**src/rtl/mio_pkg.sv**
```systemverilog
// Shared definitions for the MIO bus responder: region addresses, FSM states
// and the region select codes produced by the address decoder.
package mio_pkg;

    localparam logic [31:0] LED_ADDR = 32'hE000_0000;
    localparam logic [31:0] SW_ADDR  = 32'hF000_0000;
    localparam logic [31:0] CNT_ADDR = 32'hF000_0004;
    localparam logic [3:0]  RAM_TOP  = 4'h0;

    typedef enum logic [1:0] {
        ST_IDLE   = 2'd0,
        ST_ACCESS = 2'd1,
        ST_RESP   = 2'd2
    } state_e;

    typedef enum logic [2:0] {
        RG_NONE = 3'd0,
        RG_RAM  = 3'd1,
        RG_LED  = 3'd2,
        RG_SW   = 3'd3,
        RG_CNT  = 3'd4
    } region_e;

    // Byte-lane bits never take part in decoding.
    function automatic logic [31:0] word_align(input logic [31:0] a);
        return a & ~32'h0000_0003;
    endfunction

endpackage

```
**src/rtl/mio_addr_decode.sv**
```systemverilog
// Combinational decode of a CPU byte address into a target region and the
// RAM word index (upper RAM-window bits alias).
module mio_addr_decode
    import mio_pkg::*;
#(
    parameter int RAM_AW = 10
) (
    input  logic [31:0]       addr,
    output region_e           region,
    output logic [RAM_AW-1:0] ram_index
);

    logic [31:0] aligned;

    always_comb begin
        aligned   = word_align(addr);
        ram_index = addr[RAM_AW+1:2];
        region    = RG_NONE;
        if (addr[31:28] == RAM_TOP) begin
            region = RG_RAM;
        end else if (aligned == LED_ADDR) begin
            region = RG_LED;
        end else if (aligned == SW_ADDR) begin
            region = RG_SW;
        end else if (aligned == CNT_ADDR) begin
            region = RG_CNT;
        end
    end

endmodule

```
**src/rtl/mio_bus_responder.sv**
```systemverilog
// Slave side of the CPU MIO bus: one request at a time through IDLE -> ACCESS
// -> RESP, targeting synchronous RAM, the LED register, switches or the counter.
module mio_bus_responder
    import mio_pkg::*;
#(
    parameter int RAM_AW  = 10,
    parameter int RAM_LAT = 1,
    parameter int LED_W   = 16,
    parameter int SW_W    = 16
) (
    input  logic              clk,
    input  logic              rst,
    input  logic              CPU_MIO,
    input  logic              MemRW,
    input  logic [31:0]       Addr_in,
    input  logic [31:0]       Data_w,
    output logic [31:0]       Data_r,
    output logic              MIO_ready,
    output logic [RAM_AW-1:0] ram_addr,
    output logic [31:0]       ram_wdata,
    output logic              ram_we,
    input  logic [31:0]       ram_rdata,
    output logic [LED_W-1:0]  led,
    input  logic [SW_W-1:0]   sw,
    output logic [1:0]        state_dbg
);

    localparam logic [7:0] WAIT_LAST = 8'(RAM_LAT - 1);

    state_e            state;
    state_e            state_next;
    region_e           dec_region;
    logic [RAM_AW-1:0] dec_index;

    region_e           region_q;
    logic [RAM_AW-1:0] index_q;
    logic [31:0]       data_q;
    logic              write_q;
    logic [7:0]        wait_cnt;

    logic [31:0]       cnt;
    logic [SW_W-1:0]   sw_meta;
    logic [SW_W-1:0]   sw_sync;

    logic              accept;
    logic              access_done;
    logic [31:0]       read_val;

    mio_addr_decode #(
        .RAM_AW (RAM_AW)
    ) u_decode (
        .addr      (Addr_in),
        .region    (dec_region),
        .ram_index (dec_index)
    );

    assign state_dbg = state;

    // The RAM sees the live CPU address in IDLE so a latency-1 RAM has data
    // ready by the end of the first ACCESS cycle.
    always_comb begin
        state_next  = state;
        accept      = 1'b0;
        access_done = 1'b0;
        ram_we      = 1'b0;
        MIO_ready   = 1'b0;
        ram_wdata   = data_q;
        ram_addr    = (state == ST_IDLE) ? dec_index : index_q;
        case (state)
            ST_IDLE: begin
                if (CPU_MIO) begin
                    accept     = 1'b1;
                    state_next = ST_ACCESS;
                end
            end
            ST_ACCESS: begin
                if (region_q == RG_RAM) begin
                    if (write_q) begin
                        ram_we      = 1'b1;
                        access_done = 1'b1;
                    end else if (wait_cnt == WAIT_LAST) begin
                        access_done = 1'b1;
                    end
                end else begin
                    access_done = 1'b1;
                end
                if (access_done) begin
                    state_next = ST_RESP;
                end
            end
            ST_RESP: begin
                MIO_ready  = 1'b1;
                state_next = ST_IDLE;
            end
            default: state_next = ST_IDLE;
        endcase
    end

    // Counter reads return the value held during ACCESS, before this edge's increment.
    always_comb begin
        read_val = 32'h0;
        case (region_q)
            RG_RAM:  read_val = ram_rdata;
            RG_LED:  read_val = 32'(led);
            RG_SW:   read_val = 32'(sw_sync);
            RG_CNT:  read_val = cnt;
            default: read_val = 32'h0;
        endcase
    end

    always_ff @(posedge clk or negedge rst) begin
        if (!rst) begin
            state    <= ST_IDLE;
            region_q <= RG_NONE;
            index_q  <= '0;
            data_q   <= '0;
            write_q  <= 1'b0;
            wait_cnt <= '0;
            Data_r   <= '0;
            led      <= '0;
            cnt      <= '0;
            sw_meta  <= '0;
            sw_sync  <= '0;
        end else begin
            state   <= state_next;
            sw_meta <= sw;
            sw_sync <= sw_meta;

            if (accept) begin
                region_q <= dec_region;
                index_q  <= dec_index;
                data_q   <= Data_w;
                write_q  <= MemRW;
                wait_cnt <= '0;
            end else if (state == ST_ACCESS) begin
                wait_cnt <= wait_cnt + 8'd1;
            end

            if (access_done && !write_q) begin
                Data_r <= read_val;
            end

            if (access_done && write_q && region_q == RG_LED) begin
                led <= data_q[LED_W-1:0];
            end

            if (access_done && write_q && region_q == RG_CNT) begin
                cnt <= data_q;
            end else begin
                cnt <= cnt + 32'd1;
            end
        end
    end

endmodule

```
**config.mk**
```make
export PLATFORM = sky130hd
export DESIGN_NAME = mio_bus_responder
export DESIGN_NICKNAME = d
export VERILOG_FILES = /design/src/rtl/mio_pkg.sv /design/src/rtl/mio_addr_decode.sv /design/src/rtl/mio_bus_responder.sv
export SDC_FILE = /design/constraint.sdc
export NUM_CORES = 1
export LEC_CHECK = 0
export BUFFER_PORTS_ARGS = -buffer_cell sky130_fd_sc_hd__clkbuf_2
export CORE_MARGIN = 4
export CORE_UTILIZATION = 52
export DETAILED_ROUTE_END_ITERATION = 10
export PLACE_DENSITY = 0.8
export SKIP_LAST_GASP = 1
export SYNTH_ARGS = -nofsm -noshare
export SYNTH_HDL_FRONTEND = slang
export SYNTH_HIERARCHICAL = 1
export SYNTH_SLANG_ARGS = --single-unit
export TNS_END_PERCENT = 5
```
**constraint.sdc**
```tcl
create_clock -name clk -period 2.8 [get_ports clk]
set_clock_uncertainty 0.1 [all_clocks]
set_input_delay 0.56 -clock clk [delete_from_list [all_inputs] [get_ports clk]]
set_output_delay 0.56 -clock clk [all_outputs]
set_load 0.03 [all_outputs]
```
==> run summary, run 1 <==
IO buf count -> 207
Initial antenna violation count -> 0
Cell type with the highest aggregate area in the netlist -> dfrtp_1
Largest net degree at the start of global routing -> 65
CTS H-tree lvls -> 4
Failing checks -> negative hold slack
Sequential area share after synthesis -> 57.4%
Hold Crit Class -> input pin to async pin
Tmin final -> 2.54 ns
Hold slack final -> -0.0107 ns
Top cells by area, synth -> dfrtp_1 57%, nand2_1 9.3%, a22oi_1 4.9%
CTS clk-pin slew, worst paths -> 0.07 ns
Starting Density -> 53.0%
Routed wire length -> 18800 um
Latest clock arrival within the worst-skew pair -> 0.44 ns
Leak -> 4.36 nW
Maximum root-to-sink buffer count -> 2
Die X -> 127 um
Yosys reg bits -> 168
Data required, critical path -> 3.04 ns
RSZ-0062 raised after global routing -> false
Status -> complete, but fails checks
Final Max Slew Viols -> 0
First DRT Iteration DRCs -> 419
Post-synthesis cell count -> 714
Crit-path cells -> inv_1 > ha_1 > or4b_1 > o41ai_2 > nor3b_4 > buf_12 > nor2_1 > a31oi_2
Top delay family on crit path -> simple AND/OR/NAND/NOR gates
Pre-antenna DRT Iters -> 4
Crit. End Element -> register
Setup Fix Bufs, Post-CTS -> 0
Post-DR vias/cell -> 5.37
Most common cell after layout, fill and taps aside -> clkbuf_2
Fin. Hold Viols -> 5
CP Launch Type -> register
DP Area -> 0.00851 mm2
Top Ports -> 210
Async SR Flop Fraction -> 100%
Critical Path Slowest Stage Cell -> or4b_1
Synth warn -> 6
Post-synth cell types -> 39
CTS-repair resized insts -> 0
Area Overhead vs Synth -> 23.7%
Maximum vdd drop -> 0.000537 V
Post-synth EDFFs -> 0
Syn_nets -> 833
Worst path arrival time -> 2.78 ns
Main synth FF type -> dfrtp_1
Hold buffer count at CTS -> 0
Measured slew at the worst slew-check pin -> 0.787 ns
Core area -> 0.0138 mm2
Clock sink count -> 168
Most frequent cells in the layout -> 206 x clkbuf_2, 181 x nand2_1, 168 x dfrtp_1, 48 x a22oi_1, 46 x nor2_1
CTS Buf Count -> 17
Nets@finish -> 1023
Worst slew margin -> 47.5%
Worst path max stage delay -> 0.46 ns
Vias in the first global route -> 6053
Drt drc -> 0
Period utilization -> 90.6%
F_max -> 394 MHz
Area share of the largest cell type after synthesis -> 57.4%
PD cells -> 890 mW/mm2
Antenna-violating nets left -> 0
GPL Wtd Cong -> 0.856
Die Y-Extent -> 127 um
Syn avg cell area -> 10.3 um2
Crit-path max FO -> 64
Filler cell count -> 1088
Row count -> 43
Total global-route track usage -> 24.2%
Design area -> 0.00907 mm2
Fraction of layout cells with a size suffix above 1 -> 33.3%
Type of the worst setup path -> register to register
Root Driver -> clkbuf_16
CP bufs+invs -> 2
Setup-failing EPs final -> 0
Netlist Area Pre-Place -> 0.00733 mm2
DR vias -> 5895
First-pass GRT wire length -> 30800 um
Max cap viols -> 0
WL per Instance -> 17.1 um
Grt total ovfl -> 0
Post-route setup TNS -> 0 ns
Floorplan die area -> 0.0161 mm2
DPL Wire Length -> 13300 um
CTS tree -> built
-- through the flow --
stage	total power (W)	hold slack [ns]	instances	setup WS, ns	utilization (%)
2_1_floorplan	0.00500	0.164	714	0.623	-
3_3_place_gp	0.00581	0.231	1065	0.392	61.5
3_5_place_dp	0.00590	0.235	1065	0.310	61.5
4_1_cts	0.00812	0.000650	1096	0.267	65.6
5_1_grt	0.00847	0.0241	1096	0.106	65.6
6_report	0.00807	-0.0107	1097	0.262	65.6
-- synthesized netlist by cell type (all sizes together) (4+ instances only) --
cell,count
a21oi,17
nor3,11
a22oi,48
nor2,46
nand3,15
nor4,9
o21ai,38
clkbuf,31
a31oi,17
nand2,182
mux2,26
nor3b,4
buf,21
nand4,13
and3,11
xor2,12
xnor2,20
inv,6
dfrtp,168
-- metal layers --
metal	GRT usage, %	routed length, um	vias to the layer above
li1	-	-	2823
met1	32.0	8110	2900
met5	0	0	-
met3	4.84	861	18
met2	40.8	9600	154
met4	6.81	233	0
-- final timing paths --
path,startpoint,end,slack (ns),cells after the start
worst max-delay path,wait_cnt[0],Data_r[13],0.26,8
worst min-delay path,rst,ram_wdata[18],-0.01,1
worst max register to register,wait_cnt[0],Data_r[13],0.26,8
worst min register to register,sw_meta[1],sw_sync[1],0.24,0
max in group asynchronous,rst,Data_r[13],1.87,2
min in group clk,sw[11],sw_meta[11],0.12,1
-- kinds of logic (layout without fill, tap and decap cells) --
logic type                 count (synthesis)  count (layout)  synth area share (%)
xor gates and xnor gates                  32              32                  3.82
buffers and inverters                     58             260                  4.00
adders and majority gates                  3               3                 0.512
AOI/OAI and AO/OA                        124             124                  11.7
and+or+nand+nor                          303             303                  18.6
muxes                                     26              26                  4.00
other                                      0               1                     0
DFF                                      168             168                  57.4
-- state kept, by name, indices dropped and copies added, names as in the netlist --
register	flops
sw_sync	16
region_q	3
state_dbg	2
write_q	1
led	16
index_q	10
sw_meta	16
cnt	32
Data_r	32
wait_cnt	8
ram_wdata	32
-- where the power goes --
group	internal, W	leakage (nW)	switching, W
sequential	0.00293	2.12	0.000384
clock	0.00117	0.267	0.00106
combinational	0.000759	1.98	0.00177
total	0.00486	4.36	0.00321
-- cell type report --
cell class / count / area (um2) / share of cell area [%]
well taps: 180 / 225 / 2.48
repair buffers: 223 / 1200 / 13.2
clock buffers: 17 / 425 / 4.69
flip-flops and latches: 168 / 4200 / 46.4
diodes: 1 / 2.50 / 0.0276
inverters: 6 / 22.5 / 0.248
clock inverters: 14 / 131 / 1.45
multi-input cells: 488 / 2860 / 31.5
-- worst register-to-register path: stages, from the launching register on --
cell     delay, ns
dfrtp_1       0.44
inv_1         0.08
ha_1          0.13
or4b_1        0.46
o41ai_2       0.33
nor3b_4       0.29
buf_12        0.31
nor2_1        0.14
a31oi_2       0.17
Note: power is estimated with default switching activity, not from simulation.
==> run 2: changes to the inputs <==
CORE_UTILIZATION = 54   (was 52)
CTS_BUF_LIST = sky130_fd_sc_hd__clkbuf_2 sky130_fd_sc_hd__clkbuf_4 sky130_fd_sc_hd__clkbuf_8   (was not set)
PLACE_DENSITY = 0.83   (was 0.8)
==> run 2 against run 1 <==
The run now ends clean; sequential power is essentially flat; clock power shrank 15%; total power shrank 4.2%; critical path depth shrank 5.
==> run summary, run 2 (synthesis results as in run 1) <==
Status -> finished clean
WL per Instance -> 16.9 um
Initial antenna violation count -> 0
Combinational group share of total power -> 32.5%
Setup-failing EPs final -> 0
Grt total ovfl -> 0
Tmin final -> 2.59 ns
First DRT Iteration DRCs -> 403
Fin. Hold Viols -> 0
Total global-route track usage -> 24.0%
CTS-repair resized insts -> 0
Drt drc -> 0
Leak -> 4.33 nW
Starting Density -> 55.3%
Switching Fraction -> 39.3%
First-pass GRT wire length -> 30100 um
Design area -> 0.00898 mm2
Post-route setup TNS -> 0 ns
# diodes -> 0
F_max -> 387 MHz
Latest clock arrival within the worst-skew pair -> 0.46 ns
Maximum vdd drop -> 0.000423 V
DP Area -> 0.00853 mm2
Most frequent cells in the layout -> 206 x clkbuf_2, 181 x nand2_1, 168 x dfrtp_1, 48 x a22oi_1, 46 x nor2_1
Nets@finish -> 1025
Top Metal Used -> met4
Max cap viols -> 0
Area of the multi-input gates -> 0.00286 mm2
Data required, critical path -> 2.14 ns
Hold Crit Class -> input pin to async pin
Worst slew margin -> 49.2%
Die X -> 124 um
Die Y-Extent -> 124 um
M1 wire length -> 7950 um
Hold buffer count at CTS -> 0
Reg area -> 0.00420 mm2
Fraction of layout cells with a size suffix above 1 -> 33.5%
Most common cell after layout, fill and taps aside -> clkbuf_2
Vias in the first global route -> 5911
Setup ws final -> 0.213 ns
Filler cell count -> 1083
Seq pwr share -> 43.1%
Type of the worst setup path -> register to output port
CTS clk-pin slew, worst paths -> 0.09 ns
DR vias -> 5972
Area Overhead vs Synth -> 22.5%
Crit-path max FO -> 10
Routed wire length -> 18500 um
Top Ports -> 210
Final Max Slew Viols -> 0
RR Startpoint -> wait_cnt[0]
RSZ-0062 raised after global routing -> false
GPL Wtd Cong -> 0.813
Met3 wire len -> 1020 um
Int Power -> 0.00469 W
Pre-antenna DRT Iters -> 5
CP Launch Type -> register
PD cells -> 861 mW/mm2
CTS H-tree lvls -> 4
IO buf count -> 207
Hold slack final -> 0.0334 ns
DPL Wire Length -> 13400 um
Post-DR vias/cell -> 5.45
Critical path launch point -> region_q[0]
Period utilization -> 92.4%
Measured slew at the worst slew-check pin -> 0.762 ns
Largest net degree at the start of global routing -> 76
Wire length on met2 -> 9320 um
Clock Power Share -> 24.5%
NetSw -> 0.00304 W
CTS tree -> built
Antenna-violating nets left -> 0
Clock sink count -> 168
Worst path arrival time -> 1.93 ns
Place WS -> 0.298 ns
Setup Fix Bufs, Post-CTS -> 0
Maximum root-to-sink buffer count -> 2
Floorplan die area -> 0.0155 mm2
Crit. End Element -> output port
Root Driver -> clkbuf_8
Row count -> 42
CTS Buf Count -> 17
Core area -> 0.0132 mm2
run 2: path summary, 6_finish.rpt:
| kind | to | slack [ns] | cells after the start |
|---|---|---|---|
| min reg2reg | sw_sync[6] | 0.24 | 0 |
| max in group asynchronous | cnt[11] | 1.86 | 2 |
| max reg2reg | Data_r[12] | 0.31 | 8 |
| min | led[6] | 0.03 | 1 |
| max | ram_we | 0.21 | 3 |
| min in group clk | sw_meta[1] | 0.10 | 1 |
run 2: final cells by class:
| cell class | instances | area share, % |
|---|---|---|
| clock inverters | 11 | 1.76 |
| repair buffers | 225 | 13.7 |
| multi-input cells | 488 | 31.8 |
| inverters | 6 | 0.251 |
| well taps | 176 | 2.45 |
| clock buffers | 21 | 3.22 |
| flip-flops and latches | 168 | 46.8 |
run 2: metal layers:
layer  vias to the layer above  GRT usage [%]
li1                       2833              -
met1                      2906           32.7
met2                       210           39.4
met3                        23           4.89
met4                         0           7.09
met5                         -              0
run 2: critical path: stages, from the launching register on:
cell and delay [ns]:
dfrtp_1 0.47, nor3b_4 0.55, and3_1 0.26, clkbuf_2 0.21
run 2: per-stage QoR:
stage / utilization, % / cells / total power [W]
2_1_floorplan: - / 714 / 0.00500
5_1_grt: 67.8 / 1095 / 0.00813
4_1_cts: 67.8 / 1095 / 0.00780
3_5_place_dp: 64.4 / 1063 / 0.00591
6_report: 67.8 / 1095 / 0.00773
3_3_place_gp: 64.4 / 1063 / 0.00582
run 2: power by group through the flow:
| stage | logic [W] | clock network (W) | registers, W |
|---|---|---|---|
| after global placement | 0.00246 | 0 | 0.00336 |
| after floorplan | 0.000915 | 0 | 0.00409 |
| after CTS | 0.00254 | 0.00193 | 0.00333 |
| final | 0.00251 | 0.00189 | 0.00333 |
| after detailed placement | 0.00254 | 0 | 0.00337 |
| after global routing | 0.00270 | 0.00204 | 0.00340 |
==> run 3: changes to the inputs <==
CELL_PAD_IN_SITES_DETAIL_PLACEMENT = 0   (was not set)
CELL_PAD_IN_SITES_GLOBAL_PLACEMENT = 1   (was not set)
CORE_UTILIZATION = 41   (was 54)
PLACE_DENSITY = 0.82   (was 0.83)
==> run 3 against run 2 <==
Non-clock buffer count unchanged; largest cell class unchanged; die area is 30% higher; utilization decreased by 16 points; highest routed layer is now met5; total power is 1.4% lower.
==> run summary, run 3 (synthesis results as in run 1) <==
Status -> finished clean
Row count -> 48
Post-route setup TNS -> 0 ns
Floorplan die area -> 0.0201 mm2
PD cells -> 846 mW/mm2
Starting Density -> 42.1%
Top Ports -> 210
Final Max Slew Viols -> 0
# diodes -> 0
First DRT Iteration DRCs -> 335
Drt drc -> 0
IO buf count -> 207
F_max -> 408 MHz
Type of the worst setup path -> register to output port
WL per Instance -> 16.4 um
Hold slack final -> 0.00371 ns
DR vias -> 5783
Data required, critical path -> 2.14 ns
Period utilization -> 87.6%
Leak -> 4.32 nW
Core area -> 0.0174 mm2
Post-DR vias/cell -> 5.06
Area Overhead vs Synth -> 23.0%
Grt total ovfl -> 0
CTS Buf Count -> 17
Clock sink count -> 168
Most frequent cells in the layout -> 206 x clkbuf_2, 181 x nand2_1, 168 x dfrtp_1, 48 x a22oi_1, 46 x nor2_1
Design area -> 0.00901 mm2
Total global-route track usage -> 19.3%
Maximum root-to-sink buffer count -> 2
Max cap viols -> 0
Hold Crit Class -> input pin to async pin
DP Area -> 0.00860 mm2
GPL Wtd Cong -> 0.813
Worst slew margin -> 45.9%
Hold buffer count at CTS -> 0
Latest clock arrival within the worst-skew pair -> 0.46 ns
Place WS -> 0.360 ns
Antenna-violating nets left -> 0
Nets@finish -> 1025
CTS clk-pin slew, worst paths -> 0.09 ns
Routed wire length -> 18700 um
Final core occ -> 51.8%
RSZ-0062 raised after global routing -> false
Setup-failing EPs final -> 0
CTS H-tree lvls -> 4
Setup Fix Bufs, Post-CTS -> 0
Worst path arrival time -> 1.79 ns
Fin. Hold Viols -> 0
First-pass GRT wire length -> 30700 um
Vias in the first global route -> 5840
CTS-repair resized insts -> 0
Measured slew at the worst slew-check pin -> 0.812 ns
Die X -> 142 um
DPL Wire Length -> 13800 um
Maximum vdd drop -> 0.000406 V
Die Y-Extent -> 142 um
Largest net degree at the start of global routing -> 67
Crit-path max FO -> 14
Tmin final -> 2.45 ns
Setup ws final -> 0.348 ns
Most common cell after layout, fill and taps aside -> clkbuf_2
Crit. End Element -> output port
Pre-antenna DRT Iters -> 5
Root Driver -> clkbuf_8
Fraction of layout cells with a size suffix above 1 -> 33.4%
CTS tree -> built
CP Launch Type -> register
Initial antenna violation count -> 1
run 3: cell types whose count changed in the layout (fill, tap and decap cells not counted), sizes merged:
cell / change
clkinv: +3
clkinvlp: -1
clkbuf: -3
run 3: final timing paths:
| check | start | end | slack (ns) | cells after the start |
|---|---|---|---|---|
| worst min register to register | sw_meta[10] | sw_sync[10] | 0.25 | 0 |
| worst max register to register | wait_cnt[0] | Data_r[10] | 0.36 | 8 |
| worst min-delay path | rst | sw_meta[6] | 0.004 | 1 |
| max in group asynchronous | rst | state_dbg[1] | 1.85 | 2 |
| worst max-delay path | region_q[1] | ram_we | 0.35 | 4 |
| min in group clk | sw[14] | sw_meta[14] | 0.10 | 1 |
run 3: layout make-up:
class | instances | area, um2
clock inverter | 13 | 169
timing repair buffer | 225 | 1240
sequential | 168 | 4200
inverter | 6 | 22.5
tap | 225 | 282
fill | 1610 | 8400
multi-input combinational | 488 | 2860
clock buffer | 18 | 241
run 3: per-stage QoR:
stage                     std cells  total power, W
after floorplan                 714         0.00500
after detailed placement       1112         0.00591
final                          1143         0.00763
after global routing           1143         0.00810
after global placement         1112         0.00586
after CTS                      1143         0.00773
run 3: power by group:
| part | switching (W) | total [W] | internal, W |
|---|---|---|---|
| Combinational | 0.00172 | 0.00250 | 0.000774 |
| Clock | 0.000901 | 0.00180 | 0.000899 |
| Sequential | 0.000405 | 0.00333 | 0.00293 |
| Total | 0.00303 | 0.00763 | 0.00460 |
run 3: worst max-delay path, stage by stage (launching register included):
cell	delay [ns]
dfrtp_1	0.48
nor3b_4	0.23
buf_4	0.25
and3_1	0.18
clkbuf_2	0.21
run 3: metal layers:
metal  wire length [um]  global-route usage, %
met1               8580                   26.5
met4                249                   5.86
met5                 13                      0
met2               8870                   30.8
met3               1040                   4.31
